===== config.mk =====
export PLATFORM = sky130hd
export DESIGN_NAME = mem_access_ctrl
export DESIGN_NICKNAME = d
export VERILOG_FILES = /design/src/rtl/mem_access_ctrl_pkg.sv /design/src/rtl/mem_access_ctrl_lsu_align.sv /design/src/rtl/mem_access_ctrl.sv
export SDC_FILE = /design/constraint.sdc
export NUM_CORES = 1
export LEC_CHECK = 0
export ABC_AREA = 1
export CORE_MARGIN = 1
export CORE_UTILIZATION = 49
export CTS_BUF_LIST = sky130_fd_sc_hd__clkbuf_4 sky130_fd_sc_hd__clkbuf_8
export DETAILED_ROUTE_END_ITERATION = 6
export PLACE_DENSITY_LB_ADDON = 0.05
export SLEW_MARGIN = 10
export SYNTH_ARGS = -nofsm -noshare
export SYNTH_HDL_FRONTEND = slang
export SYNTH_SLANG_ARGS = --single-unit

===== constraint.sdc =====
create_clock -name clk -period 2.1 [get_ports clk]
set_clock_uncertainty 0.2 [all_clocks]
set_input_delay 0.42 -clock clk [delete_from_list [all_inputs] [get_ports clk]]
set_output_delay 0.42 -clock clk [all_outputs]
set_load 0.1 [all_outputs]

===== src/rtl/mem_access_ctrl_pkg.sv =====
// Shared definitions for the MEM-stage load/store controller.
//   - funct3 encodings for RV32I loads/stores
//   - controller state enum
//   - request legality helpers (funct3 legality, alignment)
package mem_access_ctrl_pkg;

   localparam int unsigned F3_W_BITS = 3;

   localparam logic [F3_W_BITS-1:0] F3_B  = 3'b000;
   localparam logic [F3_W_BITS-1:0] F3_H  = 3'b001;
   localparam logic [F3_W_BITS-1:0] F3_W  = 3'b010;
   localparam logic [F3_W_BITS-1:0] F3_BU = 3'b100;
   localparam logic [F3_W_BITS-1:0] F3_HU = 3'b101;

   typedef enum logic [2:0] {
      IDLE   = 3'd0,
      ACCESS = 3'd1,
      RMW_RD = 3'd2,
      RMW_WR = 3'd3,
      RESP   = 3'd4
   } state_t;

   // Unsigned variants exist only for loads.
   function automatic logic f3_illegal(input logic store, input logic [F3_W_BITS-1:0] f3);
      logic bad;
      case (f3)
         F3_B, F3_H, F3_W: bad = 1'b0;
         F3_BU, F3_HU:     bad = store;
         default:          bad = 1'b1;
      endcase
      return bad;
   endfunction

   function automatic logic misaligned(input logic [F3_W_BITS-1:0] f3, input logic [1:0] lane);
      logic bad;
      case (f3)
         F3_W:         bad = (lane != 2'b00);
         F3_H, F3_HU:  bad = lane[0];
         default:      bad = 1'b0;
      endcase
      return bad;
   endfunction

endpackage


===== src/rtl/mem_access_ctrl_lsu_align.sv =====
// Combinational byte-lane alignment for the load/store controller.
//   funct3  : access size / signedness
//   lane    : byte offset addr[1:0]
//   rdata   : word read from memory
//   wdata   : low half of store data (SB uses [7:0], SH uses [15:0])
//   load_c  : extracted and sign/zero-extended load value
//   merge_c : rdata with the addressed byte/half replaced by wdata
module mem_access_ctrl_lsu_align
   import mem_access_ctrl_pkg::*;
(
   input  logic [2:0]  funct3,
   input  logic [1:0]  lane,
   input  logic [31:0] rdata,
   input  logic [15:0] wdata,
   output logic [31:0] load_c,
   output logic [31:0] merge_c
);

   logic [4:0]  byte_sh;
   logic [4:0]  half_sh;
   logic [31:0] shifted;
   logic [31:0] mask;
   logic [31:0] ins;

   assign byte_sh = {lane, 3'b000};
   assign half_sh = {lane[1], 4'b0000};

   // Load extract: bring the addressed lane down to bit 0.
   always_comb begin
      shifted = rdata >> byte_sh;
      case (funct3)
         F3_B:    load_c = {{24{shifted[7]}}, shifted[7:0]};
         F3_BU:   load_c = {24'h000000, shifted[7:0]};
         F3_H:    load_c = {{16{shifted[15]}}, shifted[15:0]};
         F3_HU:   load_c = {16'h0000, shifted[15:0]};
         F3_W:    load_c = rdata;
         default: load_c = 32'h0;
      endcase
   end

   // Store merge: little-endian lane replacement into the read word.
   always_comb begin
      mask = 32'h0;
      ins  = 32'h0;
      case (funct3)
         F3_B: begin
            mask = 32'h0000_00FF << byte_sh;
            ins  = 32'(wdata[7:0]) << byte_sh;
         end
         F3_H: begin
            mask = 32'h0000_FFFF << half_sh;
            ins  = 32'(wdata) << half_sh;
         end
         default: begin
            mask = 32'h0;
            ins  = 32'h0;
         end
      endcase
      merge_c = (rdata & ~mask) | (ins & mask);
   end

endmodule


===== src/rtl/mem_access_ctrl.sv =====
// MEM-stage load/store controller (initiator side of a word-addressed memory).
//   clk, rst                 : clock, synchronous active-high reset
//   req_valid/req_ready      : pipeline handshake, ready only in IDLE
//   req_store/funct3/addr/wdata : request fields, latched on acceptance
//   resp_valid/resp_err      : one-cycle completion pulse and error flag
//   load_data                : formatted load result, held until next response
//   mem_read/mem_write/mem_addr/mem_wdata : registered memory controls
//   mem_rdata                : combinational read data from memory
module mem_access_ctrl
   import mem_access_ctrl_pkg::*;
#(
   parameter int unsigned MEM_WORDS = 256
) (
   input  logic        clk,
   input  logic        rst,
   input  logic        req_valid,
   output logic        req_ready,
   input  logic        req_store,
   input  logic [2:0]  req_funct3,
   input  logic [31:0] req_addr,
   input  logic [31:0] req_wdata,
   output logic        resp_valid,
   output logic        resp_err,
   output logic [31:0] load_data,
   output logic        mem_read,
   output logic        mem_write,
   output logic [31:0] mem_addr,
   output logic [31:0] mem_wdata,
   input  logic [31:0] mem_rdata
);

   localparam int unsigned WORD_W = 32;

   state_t              state_q, state_d;
   logic                store_q, store_d;
   logic [2:0]          funct3_q, funct3_d;
   logic [1:0]          lane_q, lane_d;
   logic [15:0]         wlow_q, wlow_d;

   logic                ready_d, resp_valid_d, resp_err_d, mem_read_d, mem_write_d;
   logic [WORD_W-1:0]   load_data_d, mem_addr_d, mem_wdata_d;

   logic                req_err_c;
   logic [WORD_W-1:0]   load_c, merge_c;

   // Legality of the request currently on the input bus.
   assign req_err_c = f3_illegal(req_store, req_funct3)
                    | misaligned(req_funct3, req_addr[1:0])
                    | ({2'b00, req_addr[31:2]} >= WORD_W'(MEM_WORDS));

   mem_access_ctrl_lsu_align u_align (
      .funct3  (funct3_q),
      .lane    (lane_q),
      .rdata   (mem_rdata),
      .wdata   (wlow_q),
      .load_c  (load_c),
      .merge_c (merge_c)
   );

   // State and registered outputs.
   always_ff @(posedge clk) begin
      if (rst) begin
         state_q    <= IDLE;
         store_q    <= 1'b0;
         funct3_q   <= F3_B;
         lane_q     <= 2'b00;
         wlow_q     <= 16'h0;
         req_ready  <= 1'b1;
         resp_valid <= 1'b0;
         resp_err   <= 1'b0;
         load_data  <= '0;
         mem_read   <= 1'b0;
         mem_write  <= 1'b0;
         mem_addr   <= '0;
         mem_wdata  <= '0;
      end else begin
         state_q    <= state_d;
         store_q    <= store_d;
         funct3_q   <= funct3_d;
         lane_q     <= lane_d;
         wlow_q     <= wlow_d;
         req_ready  <= ready_d;
         resp_valid <= resp_valid_d;
         resp_err   <= resp_err_d;
         load_data  <= load_data_d;
         mem_read   <= mem_read_d;
         mem_write  <= mem_write_d;
         mem_addr   <= mem_addr_d;
         mem_wdata  <= mem_wdata_d;
      end
   end

   // Next state and next registered outputs; each output reflects the state being entered.
   always_comb begin
      state_d      = state_q;
      store_d      = store_q;
      funct3_d     = funct3_q;
      lane_d       = lane_q;
      wlow_d       = wlow_q;
      ready_d      = 1'b0;
      resp_valid_d = 1'b0;
      resp_err_d   = 1'b0;
      load_data_d  = load_data;
      mem_read_d   = 1'b0;
      mem_write_d  = 1'b0;
      mem_addr_d   = mem_addr;
      mem_wdata_d  = mem_wdata;

      case (state_q)
         IDLE: begin
            if (req_valid && req_ready) begin
               store_d    = req_store;
               funct3_d   = req_funct3;
               lane_d     = req_addr[1:0];
               wlow_d     = req_wdata[15:0];
               mem_addr_d = {req_addr[31:2], 2'b00};
               if (req_err_c) begin
                  state_d      = RESP;
                  resp_valid_d = 1'b1;
                  resp_err_d   = 1'b1;
                  load_data_d  = '0;
               end else if (!req_store) begin
                  state_d    = ACCESS;
                  mem_read_d = 1'b1;
               end else if (req_funct3 == F3_W) begin
                  state_d     = ACCESS;
                  mem_write_d = 1'b1;
                  mem_wdata_d = req_wdata;
               end else begin
                  state_d    = RMW_RD;
                  mem_read_d = 1'b1;
               end
            end else begin
               ready_d = 1'b1;
            end
         end
         ACCESS: begin
            if (!store_q) begin
               load_data_d = load_c;
            end
            state_d      = RESP;
            resp_valid_d = 1'b1;
         end
         RMW_RD: begin
            mem_wdata_d = merge_c;
            mem_write_d = 1'b1;
            state_d     = RMW_WR;
         end
         RMW_WR: begin
            state_d      = RESP;
            resp_valid_d = 1'b1;
         end
         RESP: begin
            state_d = IDLE;
            ready_d = 1'b1;
         end
         default: begin
            state_d = IDLE;
            ready_d = 1'b1;
         end
      endcase
   end

endmodule


=== Word-level counts from Yosys, hierarchy flattened ===
Index checks and enable logic that the tools add are counted.
Widths: inputs -> output; s select.

* Word-level logic and storage cells: 92
* Register bits: 124

* Shifts and indexed selects: 5
* Equality and inequality tests: 17
* Bitwise logic cells: 8
* Reduce and logical (&&, ||, !) cells: 17
* Magnitude comparators: 1
* Multiplexer cells: 31

{| class="wikitable"
|+ Operators by type and width
! kind !! number
|-
| $pmux 32 s2 || 4
|-
| $mux 32 || 7
|-
| $pmux 32 s5 || 1
|-
| $and 32x32->32 || 2
|-
| $not 32->32 || 1
|-
| $or 32x32->32 || 1
|-
| $shl 16x5->32 || 1
|-
| $shl 16x5->32 const A || 1
|-
| $shl 8x5->32 || 1
|-
| $shl 8x5->32 const A || 1
|-
| $shr 32x5->16 || 1
|-
| $ge 30x9->1 const B || 1
|-
| $eq 3x2->1 const B || 4
|-
| $eq 3x3->1 const B || 4
|-
| $ne 2x2->1 const B || 6
|-
| $pmux 1 s2 || 5
|-
| $eq 3x1->1 const B || 3
|-
| $logic_not 3->1 || 3
|-
| $mux 1 || 9
|-
| $pmux 3 s3 || 1
|-
| $reduce_or 2->1 || 4
|-
| $mux 3 || 2
|-
| $reduce_bool 2->1 || 3
|-
| $reduce_or 3->1 || 2
|-
| 8 further kinds || 11
|}

=== Logic depth before layout (Yosys ltp) ===
Gate-level depths: netlist of run 1.

* Depth after elaboration: 8
* Gate-level depth with buffers: 13

=== Modules after synthesis ===
From an unflattened synthesis of run 1, not the netlist that was laid out.

* Cell total of the unflattened synthesis: 1187
* Area, all modules: 7155.6 um2

{| class="wikitable"
|+ By module, submodules not included
! module !! instances !! sequential area each (um2) !! cells an instance !! area an instance (um2)
|-
| mem_access_ctrl || 1 || 2482.4 || 847 || 5589.1
|-
| mem_access_ctrl_lsu_align || 1 || 0.0 || 340 || 1566.5
|}

=== Worst setup path after synthesis of run 1 ===
OpenSTA, ideal clock, no wires.

* Kind: flip-flop to flip-flop
* From: register req_ready
* To: register mem_wdata[16]
* Library setup time: 0.064 ns
* Required time: 1.836 ns
* Data arrival time: 2.065 ns
* Stages on the path, launching flop included: 10
* Buffers on the path: 1
* Setup slack: -0.229 ns
* Cells stage by stage: dfxtp_1 nand2_1 nor2_4 nand2_1 nor2_2 nand3_2 buf_6 nand3_1 nand2_1 nor2_1

* Cells in the longest elaborated chain, start to end: 3

{| class="wikitable"
|+ RTL lines
! what !! RTL line !! RTL
|-
| start, declared || mem_access_ctrl.sv:17 || <nowiki>output logic req_ready,</nowiki>
|-
| start signal, assigned || mem_access_ctrl.sv:82 || <nowiki>req_ready <= ready_d;</nowiki>
|-
| $logic_and 1x1->1 || mem_access_ctrl.sv:111 || <nowiki>if (req_valid && req_ready) begin</nowiki>
|-
| $ne 2x2->1 (no line) || - ||
|-
| $reduce_and 5->1 (no line) || - ||
|-
| end signal, assigned || mem_access_ctrl.sv:89 || <nowiki>mem_wdata <= mem_wdata_d;</nowiki>
|-
| end, declared || mem_access_ctrl.sv:28 || <nowiki>output logic [31:0] mem_wdata,</nowiki>
|}

No other way between the ends.
A chain may end at the register's enable or synchronous reset.

=== Final worst setup path of run 1 ===
* From: input port req_funct3[2]
* To: register mem_wdata[0]

* Cells in the longest elaborated chain, start to end: 7
* Elaborated cells on any way between the ends: 15

{| class="wikitable"
|+ RTL lines
! what !! RTL line !! RTL
|-
| start, declared || mem_access_ctrl.sv:19 || <nowiki>input logic [2:0] req_funct3,</nowiki>
|-
| $eq 3x2->1, or another cell as far along || mem_access_ctrl_pkg.sv:26, mem_access_ctrl_pkg.sv:36, mem_access_ctrl.sv:125 ||
|-
| $reduce_or 3->1, or another cell as far along || mem_access_ctrl_pkg.sv:26 || <nowiki>case (f3)</nowiki>
|-
| $pmux 1 s2 (on tied branches) || mem_access_ctrl_pkg.sv:26, mem_access_ctrl_pkg.sv:36 ||
|-
| $or 1x1->1 || mem_access_ctrl.sv:48 || <nowiki>| misaligned(req_funct3, req_addr[1:0])</nowiki>
|-
| $or 1x1->1 || mem_access_ctrl.sv:49 || <nowiki>| ({2'b00, req_addr[31:2]} >= WORD_W'(MEM_WORDS));</nowiki>
|-
| $ne 2x2->1 (no line) || - ||
|-
| $reduce_and 5->1 (no line) * || - ||
|}

Every way passes the cells marked *; elsewhere a longest branch is shown, timed or not.

==> out/qor.csv, run 1 <==
metric,value,unit
firstDrtPassIters,6,
cts_hold_buf,0,
row_count,42,
vias,7673,
synth_area_leaders,"dfxtp_1 (37%), nand2_1 (19%), nor2_1 (13%), nand3_1 (7.2%), o21ai_0 (4.1%)",
path_class,in -> reg,
grt_max_degree,65,
dp_hpwl,15.3,mm
dp_slack,-0.259,ns
drive_above_1_share,0.162,
cp_max_fo,18,
avgSynthCellArea,6.13,um^2
drtIter0Drc,910,
total_power,7560,uW
async_reset_ff_frac,0,
synthTopCellsByCount,"nand2_1 (344), nor2_1 (227), dfxtp_1 (124)",
end_kind,flop,
arrival,2.09,ns
clock_latency,0.45,ns
fin_ws,0.184,ns
yosysMostFrequentCell,nand2_1,
coreArea,13200,um^2
drt.antenna.violating_nets,0,
clock.fmax,522,MHz
slowest_delay,0.42,ns
cp_common_cell,nand3_1,
dieHeight,118,um
netlist_instances,1085,
powerDensity,746,nW/um^2
dp.cells,1448,
grt_pass1_wl,33.8,mm
cts_tree,yes,
cts_buffers,17,
antenna_found_initial,0,
ys_seq_area_frac,0.373,
wl_per_cell,14.0,um
antenna_cells,0,
cts_root_buf,clkbuf_8,
fin_nets,1394,
crit_required,2.28,ns
yosys.area.top_type,dfxtp_1,
gp_congestion,0.880,
outcome,finished clean,
final_hold_viol_count,0,
vdd_ir_drop_max,0.000529,V
grtUsageTotal,0.301,
layout_min_cycle_time,1.92,ns
ctsHtreeMaxLevel,4,
finalCritPeriodShare,0.912,
synth_edf_count,0,
synth_top_area_share,0.373,
grt_pass1_vias,7001,
pin_count,204,
whs,0.278,ns
clock-sinks,124,
vias_per_cell,5.19,
syn-cell-area,6650,um^2
ctsResizeCount,0,
initial_core_util,0.502,
rsz0062_at_grt,false,
areaGrowthSynthToFinish,52.6,%
slowest_stage,clkdlybuf4s50_1,
setup_viol,0,
die_area,14000,um^2
die_w,118,um
grt.overflow.total,0,
yosysWarnings,0,
final_util,0.766,
post-cts-setup-buffers,0,
synth_ff_type,dfxtp_1,
wl,20.8,mm
crit_chain,"clkdlybuf4s50_1, inv_1, nand3_1, o21ai_2, nand3_2, buf_12, nand3_1, nand2_1, nor2_1",
drc,0,
ctsLongestPathBuffers,2,
hold_class,reg -> reg,
synth_seq_cells,124,
path_clk_slew,0.07,ns
drv_cap,0,
slew_viol_final,0,
final_cells,1479,
critPathLaunchType,primary input,
leakagePower,0.00465,uW
synth_cell_type_count,31,
portBuffers,201,
[per-stage QoR]
step / setup TNS [ns] / area [um^2]
2_1_floorplan: 0 / 6650
3_3_place_gp: -10.60 / 9750
3_5_place_dp: -14.93 / 9750
4_1_cts: 0 / 10100
5_1_grt: 0 / 10100
6_report: 0 / 10100
[cells in the final DEF (no fill, tap or decap), types with 2 or more instances in the layout]
master           instances
a21oi_1                 45
clkbuf_8                19
dfxtp_1                123
o21ai_2                  2
or2_2                    2
bufinv_16                2
nor2_1                 227
nand2_1                343
nand3b_1                12
a31oi_1                 10
nand4_1                  4
clkinv_2                 3
inv_1                   53
o21ai_0                 55
buf_4                   63
nand3_2                  3
nand2_2                  8
buf_12                  86
o21ai_1                 16
conb_1                   2
clkdlybuf4s50_1        102
clkbuf_4                 5
inv_2                    6
nor2_4                   5
nand3_1                 95
nor2_2                   2
clkinvlp_4               2
[flip-flops by register name, summed over array words and instances (netlist names), 2 cells and up]
register   flops
load_data     32
wlow_q        16
funct3_q       3
lane_q         2
mem_wdata     32
mem_addr      30
state_q        3
[path summary, 6_finish.rpt]
path	start	end	slack (ns)	depth (start not counted)
setup / recovery	req_funct3[2]	mem_wdata[0]$_SDFFE_PP0P_	0.18	9
hold / removal	wlow_q[9]$_SDFFE_PP0P_	wlow_q[9]$_SDFFE_PP0P_	0.28	2
setup reg to reg	lane_q[1]$_SDFFE_PP0P_	mem_wdata[0]$_SDFFE_PP0P_	0.19	8
hold reg to reg	wlow_q[9]$_SDFFE_PP0P_	wlow_q[9]$_SDFFE_PP0P_	0.28	2
[where the power goes]
| group | internal [uW] | switching [uW] |
|---|---|---|
| Clock | 1170 | 929 |
| Combinational | 935 | 1830 |
| Sequential | 2540 | 160 |
[layer usage]
| metal | part of all wire | vias up | global-route usage |
|---|---|---|---|
| met2 | 0.46 | 363 | 0.481 |
| met4 | 0.034 | 0 | 0.148 |
| met1 | 0.42 | 3426 | 0.385 |
| met5 | 0 | - | 0 |
| met3 | 0.081 | 58 | 0.0623 |
| li1 | - | 3826 | - |
[logic make-up after synthesis]
logic type / synth area share
flops: 0.373
simple gates: 0.438
compound gates: 0.103
buf+inv: 0.0847
other cells: 0.000564
[worst max-delay path, delay by kind of cell]
family / cells / cell delay [ns]
simple gates: 5 / 0.64
buf+inv: 3 / 0.76
compound gates: 1 / 0.27
[cell type report]
cell class	count	area, um^2
inverter	60	225
tap	176	220
multi-input combinational	837	3610
fill	1052	3100
clock inverter	7	90.1
clock buffer	24	299
timing repair buffer	251	3220
sequential	124	2480
Power figures use the tool's default switching activity.
==> run 2: changes to the inputs <==
ABC_CLOCK_PERIOD_IN_PS = 2100   (was not set)
==> results of run 2 <==
No change in the layout: final DEF, timing and power equal those of run 1.
==> run 3: changes to the inputs <==
CORE_UTILIZATION = 56   (was 49)
DONT_BUFFER_PORTS = 1   (was not set)
==> run 3 against run 2 <==
The run now ends with design-rule violations left. Setup slack got worse by 0.093 ns. Sequential cell count did not move. Register-to-register slack got worse by 0.098 ns. Fmax fell by 4.6%. Critical path type is now reg -> reg.
==> out/qor.csv, run 3 (synthesis results as in run 1) <==
metric,value,unit,change
clock_latency,0.46,ns,about the same
slowest_delay,0.55,ns,+0.13 ns
antenna_found_initial,0,,unchanged
cp_max_fo,63,,+45
drt.antenna.violating_nets,0,,unchanged
die_area,12300,um^2,-12%
die_w,111,um,-6.3%
nFillCells,1030,,-2.1%
vdd_ir_drop_max,0.000761,V,+44%
grt_pass1_wl,33.0,mm,-2.4%
switchingPower,2900,uW,-0.77%
finalCritPeriodShare,0.956,,+0.0441
dieHeight,111,um,-6.3%
firstDrtPassIters,7,,+1
crit_required,2.26,ns,-0.02 ns
fin_nets,1330,,-4.6%
final_cell_mix,"nand2_1 (343), nor2_1 (227), dfxtp_1 (123), buf_4 (122), nand3_1 (94)",,
slew_viol_final,0,,unchanged
place_area,7510,um^2,-23%
drc,24,,+24
row_count,39,,-7.1%
ctsLongestPathBuffers,2,,unchanged
ctsHtreeMaxLevel,4,,unchanged
coreArea,11500,um^2,-13%
cp_common_cell,nor2_4,,
clock.fmax,498,MHz,-4.6%
worst_pin_slew,0.518,ns,
wl_per_cell,14.8,um,+5.5%
design_area,8580,um^2,-15%
cts_root_buf,clkbuf_8,,
hold_class,in -> reg,,
total_power,7390,uW,-2.3%
fin_ws,0.0916,ns,-0.0926 ns
leakagePower,0.00416,uW,-11%
crit_chain,"nor2_4, nand2_2, nor2_4, inv_2, buf_12, nand2_1, a21oi_1, dlygate4sd3_1",,
dp_hpwl,13.6,mm,-11%
grtUsageTotal,0.335,,+0.0348
slew_headroom,0.654,,
antenna_cells,0,,unchanged
violations,design-rule violations,,
grt_max_degree,79,,+22%
ff2ff_setup_slack,0.09,ns,-0.10 ns
drtIter0Drc,820,,-9.9%
areaGrowthSynthToFinish,29.1,%,
swShare,0.392,,+0.00601
drv_cap,0,,unchanged
critPathLaunchType,flop,,
powerDensity,861,nW/um^2,+15%
grt_pass1_vias,6814,,-2.7%
pwr-share-comb,0.322,,-0.044
slowest_stage,dlygate4sd3_1,,
vias_per_cell,5.31,,+2.4%
reg.largest.list,"load_data: 32 flops, mem_wdata: 32 flops, mem_addr: 30 flops",,
layout_min_cycle_time,2.01,ns,+0.0926 ns
pwr-share-clk,0.322,,+0.045
gp_congestion,0.973,,+11%
initial_core_util,0.577,,+0.0753
path_clk_slew,0.08,ns,about the same
grt.overflow.total,0,,unchanged
cts_buffers,17,,unchanged
vias,7348,,-4.2%
setup_viol,0,,unchanged
clock-sinks,124,,unchanged
final_common_cell,nand2_1,,
arrival,2.16,ns,+0.07 ns
drive_above_1_share,0.155,,-0.00710
cts_tree,yes,,
wl,20.5,mm,-1.4%
path_class,reg -> reg,,
end_kind,flop,,
p_seq_frac,0.356,,about the same
internal-power,4490,uW,-3.2%
final_hold_viol_count,0,,unchanged
pin_count,204,,unchanged
dp_slack,0.103,ns,+0.362 ns
outcome,"complete, but fails checks",,
rsz0062_at_grt,true,,
portBuffers,0,,-100%
-- run 3: final cells by class --
type,instances,area (um^2),share of cell area
clock buffers,19,262,0.0305
clock inverters,13,190,0.0222
inverters,60,225,0.0262
multi-input cells,837,3630,0.423
flip-flops and latches,124,2480,0.289
well taps,143,179,0.0208
repair buffers,187,1620,0.188
-- run 3: power groups by stage --
stage,Combinational [uW],Clock [uW],Sequential [uW]
final,2380,2380,2630
after global placement,2240,0,2670
after global routing,2550,2500,2650
after floorplan,854,0,3650
after CTS,2350,2420,2630
after detailed placement,2250,0,2680
-- run 3: routing by layer --
metal	GRT usage	vias to the layer above	wire length, um
met4	0.147	0	669
met3	0.0962	61	1880
li1	-	3705	-
met1	0.415	3272	8580
met5	0	-	0
met2	0.543	310	9350
-- run 3: final timing paths --
check / start / end / depth (start not counted)
worst min register to register: wlow_q[9]$_SDFFE_PP0P_ / wlow_q[9]$_SDFFE_PP0P_ / 2
worst min-delay path: req_wdata[19] / mem_wdata[19]$_SDFFE_PP0P_ / 4
worst max-delay path: state_q[0]$_SDFFE_PP0N_ / store_q$_SDFFE_PP0P_ / 8
worst max register to register: state_q[0]$_SDFFE_PP0N_ / store_q$_SDFFE_PP0P_ / 8
-- run 3: worst max-delay path: cells and delay by family, from the launching register on --
family / cells / cell delay (ns)
simple gates: 4 / 0.50
buf+inv: 3 / 0.81
flops: 1 / 0.33
compound gates: 1 / 0.06
-- run 3: what timing repair did --
| action | 4_1_cts | 5_1_grt |
|---|---|---|
| hold endpoints to repair | 68 | 0 |
| hold buffers | 59 | 0 |
| buffers inserted | 0 | 2 |
| endpoints found under the setup margin | 0 | 42 |
| resized for setup | 0 | 5 |
-- run 3: stage by stage --
step | utilization | instances | setup TNS [ns] | hold slack, ns
6_report | 0.745 | 1383 | 0 | 0.00996
5_1_grt | 0.745 | 1383 | -0.00172 | 0.0193
4_1_cts | 0.742 | 1381 | 0 | 0.000473
3_5_place_dp | 0.652 | 1290 | 0 | 0.263
3_3_place_gp | 0.652 | 1290 | 0 | 0.253
2_1_floorplan | - | 1086 | 0 | 0.240
